<file path="src/rtl/izh_pkg.sv">
// Shared encodings, 2.16 fixed-point constants and the saturation helper
// for the Izhikevich neuron array.
package izh_pkg;

  typedef enum logic [2:0] {
    SEL_A = 3'd0,
    SEL_B = 3'd1,
    SEL_C = 3'd2,
    SEL_D = 3'd3,
    SEL_I = 3'd4,
    SEL_V = 3'd5,
    SEL_U = 3'd6
  } cfg_sel_e;

  typedef enum logic {
    ST_IDLE = 1'b0,
    ST_RUN  = 1'b1
  } state_e;

  // Constants are expressed in the default 18-bit 2.16 format
  localparam logic signed [17:0] K14   = 18'sh1_6666;
  localparam logic signed [17:0] VPEAK = 18'sh0_4CCC;
  localparam logic signed [17:0] RST_V = 18'sh3_4CCD;
  localparam logic signed [17:0] RST_U = 18'sh3_CCCD;
  localparam logic signed [17:0] RST_C = 18'sh3_599A;
  localparam logic signed [17:0] RST_D = 18'sh0_051E;
  localparam logic [3:0]         RST_A = 4'd1;
  localparam logic [3:0]         RST_B = 4'd2;

  // Clamp x into the signed range of a w-bit word (w <= 31)
  function automatic logic signed [31:0] sat(input logic signed [31:0] x,
                                             input int unsigned w);
    logic signed [31:0] hi;
    logic signed [31:0] lo;
    hi = (32'sd1 <<< (w - 1)) - 32'sd1;
    lo = -hi - 32'sd1;
    if (x > hi) return hi;
    if (x < lo) return lo;
    return x;
  endfunction

endpackage

</file>
<file path="src/rtl/izh_neuron_array_if.sv">
// Configuration bus of the neuron array: register write port plus ready.
interface izh_neuron_array_if #(
  parameter int unsigned N_NEURONS = 4,
  parameter int unsigned W         = 18
);
  logic                         cfg_we;
  logic [$clog2(N_NEURONS)-1:0] cfg_addr;
  logic [2:0]                   cfg_sel;
  logic [W-1:0]                 cfg_data;
  logic                         cfg_ready;

  modport master (
    output cfg_we, cfg_addr, cfg_sel, cfg_data,
    input  cfg_ready
  );

  modport slave (
    input  cfg_we, cfg_addr, cfg_sel, cfg_data,
    output cfg_ready
  );
endinterface

</file>
<file path="src/rtl/izh_update.sv">
// Combinational Izhikevich update for one neuron: owns the single v*v multiplier,
// applies saturation and the spike reset.
module izh_update
  import izh_pkg::*;
#(
  parameter int unsigned W    = 18,
  parameter int unsigned FRAC = 16
) (
  input  logic signed [W-1:0] i_v,
  input  logic signed [W-1:0] i_u,
  input  logic [3:0]          i_a,
  input  logic [3:0]          i_b,
  input  logic signed [W-1:0] i_c,
  input  logic signed [W-1:0] i_d,
  input  logic signed [W-1:0] i_i,
  input  logic                i_hold,
  output logic signed [W-1:0] o_v_next,
  output logic signed [W-1:0] o_u_next,
  output logic                o_fire
);
  localparam int unsigned WS = W + 4;
  localparam int unsigned PW = 2 * W;
  localparam logic signed [W-1:0] C_K14   = W'(K14);
  localparam logic signed [W-1:0] C_VPEAK = W'(VPEAK);

  logic signed [PW-1:0] w_prod;
  logic signed [W:0]    w_vv;
  logic signed [WS-1:0] w_sum_v;
  logic signed [WS-1:0] w_v_wide;
  logic signed [WS-1:0] w_du;
  logic signed [WS-1:0] w_u_wide;
  logic signed [WS-1:0] w_u_spk;
  logic signed [W-1:0]  w_v_new;
  logic signed [W-1:0]  w_u_new;
  logic signed [W-1:0]  w_u_rst;

  assign w_prod = PW'(i_v) * PW'(i_v);
  // Square rescaled to the W.FRAC grid; the product sign sits above the kept bits
  assign w_vv = {w_prod[PW-1], W'(w_prod >>> FRAC)};

  always_comb begin
    w_sum_v  = WS'(w_vv) + WS'(i_v) + WS'(i_v >>> 2) + WS'(C_K14 >>> 2)
             - WS'(i_u >>> 2) + WS'(i_i >>> 2);
    w_v_wide = WS'(i_v) + (w_sum_v >>> 2);
    w_du     = WS'(i_v >>> i_b) - WS'(i_u);
    w_u_wide = WS'(i_u) + ((w_du >>> i_a) >>> 4);
    w_u_spk  = WS'(i_u) + WS'(i_d);
    w_v_new  = W'(sat(32'(w_v_wide), W));
    w_u_new  = W'(sat(32'(w_u_wide), W));
    w_u_rst  = W'(sat(32'(w_u_spk), W));

    o_fire   = !i_hold && (i_v > C_VPEAK);
    o_v_next = w_v_new;
    o_u_next = w_u_new;
    if (i_hold) begin
      o_v_next = i_c;
    end else if (o_fire) begin
      o_v_next = i_c;
      o_u_next = w_u_rst;
    end
  end
endmodule

</file>
<file path="src/rtl/izh_neuron_array.sv">
// Time-multiplexed Izhikevich neuron array: step_i sweeps all neurons, one per clock.
// Define REFRACTORY_EN to add a per-neuron refractory down-counter.
module izh_neuron_array
  import izh_pkg::*;
#(
  parameter int unsigned N_NEURONS     = 4,
  parameter int unsigned W             = 18,
  parameter int unsigned FRAC          = 16,
  parameter int unsigned REFRACT_STEPS = 3
) (
  input  logic                         clk,
  input  logic                         rst_n,
  input  logic                         step_i,
  output logic                         busy_o,
  output logic                         done_o,
  output logic [N_NEURONS-1:0]         spike_o,
  output logic                         overrun_o,
  izh_neuron_array_if.slave            cfg,
  input  logic [$clog2(N_NEURONS)-1:0] mon_sel,
  output logic [7:0]                   mon_v
);
  localparam int unsigned AW = $clog2(N_NEURONS);
  localparam logic signed [W-1:0] C_RST_V = W'(RST_V);
  localparam logic signed [W-1:0] C_RST_U = W'(RST_U);
  localparam logic signed [W-1:0] C_RST_C = W'(RST_C);
  localparam logic signed [W-1:0] C_RST_D = W'(RST_D);

  if (N_NEURONS < 2 || N_NEURONS > 16 || (N_NEURONS & (N_NEURONS - 1)) != 0 ||
      FRAC > W - 2 || REFRACT_STEPS == 0) begin : g_param_check
    $error("izh_neuron_array: unsupported parameter set");
  end

  state_e                r_state;
  state_e                w_state_nxt;
  logic                  w_busy;
  logic                  w_last;
  logic [AW-1:0]         r_k;
  logic [N_NEURONS-1:0]  r_acc;
  logic [N_NEURONS-1:0]  w_acc_nxt;
  logic [N_NEURONS-1:0]  r_spike;
  logic                  r_done;
  logic                  r_overrun;
  logic [7:0]            r_mon;

  logic signed [W-1:0]   r_v [N_NEURONS];
  logic signed [W-1:0]   r_u [N_NEURONS];
  logic signed [W-1:0]   r_c [N_NEURONS];
  logic signed [W-1:0]   r_d [N_NEURONS];
  logic signed [W-1:0]   r_i [N_NEURONS];
  logic [3:0]            r_a [N_NEURONS];
  logic [3:0]            r_b [N_NEURONS];

  logic signed [W-1:0]   w_v_next;
  logic signed [W-1:0]   w_u_next;
  logic                  w_fire;
  logic                  w_hold;

  always_ff @(posedge clk) begin
    if (!rst_n) r_state <= ST_IDLE;
    else        r_state <= w_state_nxt;
  end

  always_comb begin
    w_state_nxt = r_state;
    case (r_state)
      ST_IDLE: if (step_i) w_state_nxt = ST_RUN;
      ST_RUN:  if (w_last) w_state_nxt = ST_IDLE;
      default: w_state_nxt = ST_IDLE;
    endcase
  end

  always_comb begin
    w_busy = 1'b0;
    w_last = 1'b0;
    case (r_state)
      ST_RUN: begin
        w_busy = 1'b1;
        w_last = (r_k == AW'(N_NEURONS - 1));
      end
      default: ;
    endcase
  end

  izh_update #(
    .W    (W),
    .FRAC (FRAC)
  ) u_update (
    .i_v      (r_v[r_k]),
    .i_u      (r_u[r_k]),
    .i_a      (r_a[r_k]),
    .i_b      (r_b[r_k]),
    .i_c      (r_c[r_k]),
    .i_d      (r_d[r_k]),
    .i_i      (r_i[r_k]),
    .i_hold   (w_hold),
    .o_v_next (w_v_next),
    .o_u_next (w_u_next),
    .o_fire   (w_fire)
  );

  assign w_acc_nxt = r_acc | (N_NEURONS'(w_fire) << r_k);

  always_ff @(posedge clk) begin
    if (!rst_n) begin
      r_k       <= '0;
      r_acc     <= '0;
      r_spike   <= '0;
      r_done    <= 1'b0;
      r_overrun <= 1'b0;
      r_mon     <= '0;
      for (int unsigned n = 0; n < N_NEURONS; n++) begin
        r_v[n] <= C_RST_V;
        r_u[n] <= C_RST_U;
        r_c[n] <= C_RST_C;
        r_d[n] <= C_RST_D;
        r_i[n] <= '0;
        r_a[n] <= RST_A;
        r_b[n] <= RST_B;
      end
    end else begin
      r_done <= 1'b0;
      r_mon  <= r_v[mon_sel][W-1 -: 8];
      if (step_i && w_busy) r_overrun <= 1'b1;
      if (w_busy) begin
        r_v[r_k] <= w_v_next;
        r_u[r_k] <= w_u_next;
        r_acc    <= w_acc_nxt;
        r_k      <= r_k + AW'(1);
        if (w_last) begin
          r_done  <= 1'b1;
          r_spike <= w_acc_nxt;
        end
      end else begin
        if (step_i) begin
          r_k   <= '0;
          r_acc <= '0;
        end
        // Updates only run while busy, so idle-time writes never collide with write-back
        if (cfg.cfg_we) begin
          case (cfg_sel_e'(cfg.cfg_sel))
            SEL_A:   r_a[cfg.cfg_addr] <= cfg.cfg_data[3:0];
            SEL_B:   r_b[cfg.cfg_addr] <= cfg.cfg_data[3:0];
            SEL_C:   r_c[cfg.cfg_addr] <= cfg.cfg_data;
            SEL_D:   r_d[cfg.cfg_addr] <= cfg.cfg_data;
            SEL_I:   r_i[cfg.cfg_addr] <= cfg.cfg_data;
            SEL_V:   r_v[cfg.cfg_addr] <= cfg.cfg_data;
            SEL_U:   r_u[cfg.cfg_addr] <= cfg.cfg_data;
            default: ;
          endcase
        end
      end
    end
  end

`ifdef REFRACTORY_EN
  localparam int unsigned RW = ($clog2(REFRACT_STEPS + 1) < 1) ? 1 : $clog2(REFRACT_STEPS + 1);
  logic [RW-1:0] r_ref [N_NEURONS];

  assign w_hold = (r_ref[r_k] != '0);

  always_ff @(posedge clk) begin
    if (!rst_n) begin
      for (int unsigned n = 0; n < N_NEURONS; n++) r_ref[n] <= '0;
    end else if (w_busy) begin
      if (w_hold)      r_ref[r_k] <= r_ref[r_k] - RW'(1);
      else if (w_fire) r_ref[r_k] <= RW'(REFRACT_STEPS);
    end
  end
`else
  assign w_hold = 1'b0;
`endif

  assign busy_o        = w_busy;
  assign done_o        = r_done;
  assign spike_o       = r_spike;
  assign overrun_o     = r_overrun;
  assign mon_v         = r_mon;
  assign cfg.cfg_ready = !w_busy;
endmodule

</file>
<file path="src/flat_wrapper.sv">
// flat-port wrapper written by rule: the top's interface ports become plain ports
module izh_neuron_array_flat import izh_pkg::*;
#(
  parameter int unsigned N_NEURONS     = 4,
  parameter int unsigned W             = 18,
  parameter int unsigned FRAC          = 16,
  parameter int unsigned REFRACT_STEPS = 3
)
  (clk, rst_n, step_i, busy_o, done_o, spike_o, overrun_o, mon_sel, mon_v, cfg_cfg_we, cfg_cfg_addr, cfg_cfg_sel, cfg_cfg_data, cfg_cfg_ready);
  izh_neuron_array_if #(.N_NEURONS(N_NEURONS), .W(W)) cfg_i ();
  input  logic clk;
  input  logic rst_n;
  input  logic step_i;
  output logic busy_o;
  output logic done_o;
  output logic [N_NEURONS-1:0] spike_o;
  output logic overrun_o;
  input  logic [$clog2(N_NEURONS)-1:0] mon_sel;
  output logic [7:0] mon_v;
  input wire logic [$bits(cfg_i.cfg_we)-1:0] cfg_cfg_we;
  input wire logic [$bits(cfg_i.cfg_addr)-1:0] cfg_cfg_addr;
  input wire logic [$bits(cfg_i.cfg_sel)-1:0] cfg_cfg_sel;
  input wire logic [$bits(cfg_i.cfg_data)-1:0] cfg_cfg_data;
  output wire logic [$bits(cfg_i.cfg_ready)-1:0] cfg_cfg_ready;
  assign cfg_i.cfg_we = cfg_cfg_we;
  assign cfg_i.cfg_addr = cfg_cfg_addr;
  assign cfg_i.cfg_sel = cfg_cfg_sel;
  assign cfg_i.cfg_data = cfg_cfg_data;
  assign cfg_cfg_ready = cfg_i.cfg_ready;
  izh_neuron_array #(.N_NEURONS(N_NEURONS), .W(W), .FRAC(FRAC), .REFRACT_STEPS(REFRACT_STEPS)) u_core (.clk(clk), .rst_n(rst_n), .step_i(step_i), .busy_o(busy_o), .done_o(done_o), .spike_o(spike_o), .overrun_o(overrun_o), .cfg(cfg_i), .mon_sel(mon_sel), .mon_v(mon_v));
endmodule
</file>
<file path="config.mk">
export PLATFORM = sky130hd
export DESIGN_NAME = izh_neuron_array_flat
export DESIGN_NICKNAME = d
export VERILOG_FILES = /design/src/rtl/izh_pkg.sv /design/src/rtl/izh_neuron_array_if.sv /design/src/rtl/izh_update.sv /design/src/rtl/izh_neuron_array.sv /design/src/flat_wrapper.sv
export SDC_FILE = /design/constraint.sdc
export NUM_CORES = 2
export LEC_CHECK = 0
export ABC_AREA = 0
export BUFFER_PORTS_ARGS = -buffer_cell sky130_fd_sc_hd__buf_2
export CELL_PAD_IN_SITES_DETAIL_PLACEMENT = 0
export CELL_PAD_IN_SITES_GLOBAL_PLACEMENT = 1
export CORE_ASPECT_RATIO = 0.8
export CORE_UTILIZATION = 54
export CTS_BUF_LIST = sky130_fd_sc_hd__clkbuf_4 sky130_fd_sc_hd__clkbuf_8
export CTS_CLUSTER_DIAMETER = 80
export DETAILED_ROUTE_END_ITERATION = 12
export HOLD_SLACK_MARGIN = 0.05
export PLACE_DENSITY_LB_ADDON = 0.08
export SETUP_SLACK_MARGIN = 0.02
export SLEW_MARGIN = 0
export SYNTH_ARGS = -nofsm -noshare
export SYNTH_HDL_FRONTEND = slang
export SYNTH_SLANG_ARGS = --single-unit
</file>
<file path="constraint.sdc">
create_clock -name clk -period 18.55 [get_ports clk]
set_clock_uncertainty 0.2 [all_clocks]
set_input_delay 3.71 -clock clk [delete_from_list [all_inputs] [get_ports clk]]
set_output_delay 3.71 -clock clk [all_outputs]
set_load 0.02 [all_outputs]
</file>
==> out/results.txt <==
share of the synthesized area in the top cell type: 0.318
Site Rows: 84
final hold vios: 0
worst reg-to-reg path cell count: 50
antenna violations before repair: 2
Final nets: 4,016
Relative slew margins: 0.205
pin count of the biggest net entering global routing: 86
worst path required time: 18,670 ps
Post-CTS Resized: 0
final setup vio count: 0
crit-path max FO: 50
crit-path most repeated cell: fa_1
CP arrival: 16,040 ps
Worst setup EP type: flip-flop
DRC violation count after routing: 0
Post-Place Cells: 4,212
Die Span Y: 234 um
vias per std cell: 5.99
Post-Syn Nets: 4,035
Max Cap Violations: 0
Inserted Clock Buffers: 66
clk slew on worst S/H paths: 60 ps
first-pass GRT wire length: 161,000 um
initial core utilization: 0.549
post-synth cell types: 84
Period minus WS final: 15,920 ps
Die W: 292 um
cell taking the most area after synthesis: edfxtp_1
Avg Synthesized Cell Area: 10.6 um2
Layout fillers: 5,511
Clk Latency, worst-skew pair: 630 ps
Top Ports: 45
postcts setup bufs: 0
Setup TNS: 0 ps
hold buffers post-CTS: 0
Tot GR Track Use: 0.315
Congestion Overflow GR: 0
RePlAce Congestion: 0.930
Total Wirelength: 104,000 um
CP peak stage delay: 870 ps
synthesized flop and latch total: 407
Worst Hold Class: reg2reg
routed len/inst: 24.1 um
vias in the first global route: 26,600
Final Max Tran Viols: 0
asr flop ratio synth: 0
Tightest Pin Transition: 1180 ps
Seq/Total Area, Yosys: 0.330
Syn-to-layout area delta: 6.27%
Port Buf Inserts: 44
status: finished clean
Crit-path slowest cell: dfxtp_4
Fmax achieved: 0.0628 GHz
critical setup path kind: reg2reg
Area contributors post-synth: edfxtp_1 (32%), fa_1 (20%), ha_1 (7.3%)
share of layout cells above drive strength 1: 0.105
Synth Instances: 3,439
CTS tree: yes
DRT iter0 DRCs: 2,324
die area: 68,300 um2
Vias: 25,900
Hold Path Depth: 2
Clock Tree Root: clkbuf_8
final core occ: 0.583
R2R setup slack: 2630 ps
maximum root-to-sink buffer count: 3
clk sinks: 407
Post-synth EDFFs: 384
Core ar.: 66,100 um2
RSZ-0062 raised after global routing: no
Final period util: 0.858
CTS H-tree lvls: 3
Primary FF master, synth: edfxtp_1
Startpoint Class: flip-flop
Yosys warning total: 0
drt first pass iters: 7
DRT antenna net count: 0
post-DP HPWL: 75,000 um
final std cells w/o fill: 4,327
post-synthesis cell area: 36,300 um2
-- logic make-up (layout without fill, tap and decap cells) --
kind of cell | Yosys count | in the layout | share of synthesized area
AO/OA/AOI/OAI | 508 | 508 | 0.0937
XOR/XNOR | 90 | 90 | 0.0217
adder cells (fa/ha/maj) | 567 | 567 | 0.269
buffers and inverters | 740 | 765 | 0.0777
flip-flops | 407 | 407 | 0.330
multiplexers | 170 | 170 | 0.0775
other | 0 | 3 | 0
AND/OR/NAND/NOR | 957 | 957 | 0.130
-- cells in the final DEF, fill, tap and decap left out, types with 17 or more instances in the layout --
cell type    n
mux2_2      24
inv_1      550
nand2_1    287
a31oi_1     19
a21oi_1    131
nand3_1     28
dfxtp_1     21
a21o_1      45
clkbuf_8    68
ha_1       211
nor3_1      39
mux2i_1     51
o21a_1      19
clkbuf_4    23
nand2b_1    63
o21ai_1     17
buf_4       42
xnor2_1     64
or3_1       49
and3_1     140
buf_2       44
nor2_1     206
nor2b_1     33
o21ai_0     88
fa_1       356
a211oi_1    21
mux4_2      85
edfxtp_1   384
and2_1      63
xor2_1      26
-- registers in the layout, indices dropped and copies added, names as in the netlist, named ones only --
register / cells
u_core.r_i: 64
u_core.r_acc: 4
u_core.r_d: 72
u_core.r_c: 72
u_core.r_v: 72
u_core.r_state: 1
u_core.r_k: 2
u_core.spike_o: 4
u_core.r_u: 72
u_core.done_o: 1
u_core.r_a: 16
u_core.r_b: 16
u_core.mon_v: 8
u_core.overrun_o: 1
-- path summary, 6_finish.rpt --
check | start | endpoint
setup / recovery | flip-flop | u_core.r_v[1][7]
hold / removal | u_core.spike_o[0] | u_core.spike_o[0]
setup reg to reg | flip-flop | u_core.r_v[1][7]
hold reg to reg | u_core.spike_o[0] | u_core.spike_o[0]
-- cell type report --
class,count,area (um2),area share
antenna,3,7.51,0.000195
clock buffer,91,1110,0.0287
clock inverter,21,163,0.00422
inverter,565,2120,0.0550
multi-input combinational,2292,21500,0.558
sequential,407,12000,0.311
tap,860,1080,0.0279
timing repair buffer,88,576,0.0149
-- routing by layer --
layer  up-vias  GRT usage  share of wire
met2      1075      0.519           0.47
met3       160     0.0402          0.074
met1     13000      0.440           0.43
li1      11700          -              -
met5         -          0              0
met4         0     0.0942          0.027
-- worst max-delay path, delay by kind of cell, from the launching register on --
kind / cells / cell delay (ps)
simple gates: 8 / 1240
mux: 1 / 420
fa+ha+maj: 12 / 5560
xor+xnor: 1 / 160
flops: 1 / 870
buf+inv: 7 / 960
compound gates: 21 / 6140
-- metrics by stage --
stage / hold slack (ps) / area (um2) / setup WS [ps]
final: 239 / 38600 / 2630
after global routing: 285 / 38600 / 1790
after CTS: 242 / 38600 / 2780
after detailed placement: 233 / 37300 / 2850
after global placement: 222 / 37300 / 3160
after floorplan: 240 / 36300 / 4930
-- synthesized netlist by cell type, drive strengths merged (64+ instances only) --
master  count
inv       563
edfxtp    384
fa        356
nand2     287
ha        211
nor2      208
and3      140
clkbuf    138
a21oi     133
o21ai     120
mux4       85
xnor2      64
Power is not shown: default switching activity piles up to over one toggle a cycle in this logic, so the estimate is an artifact.
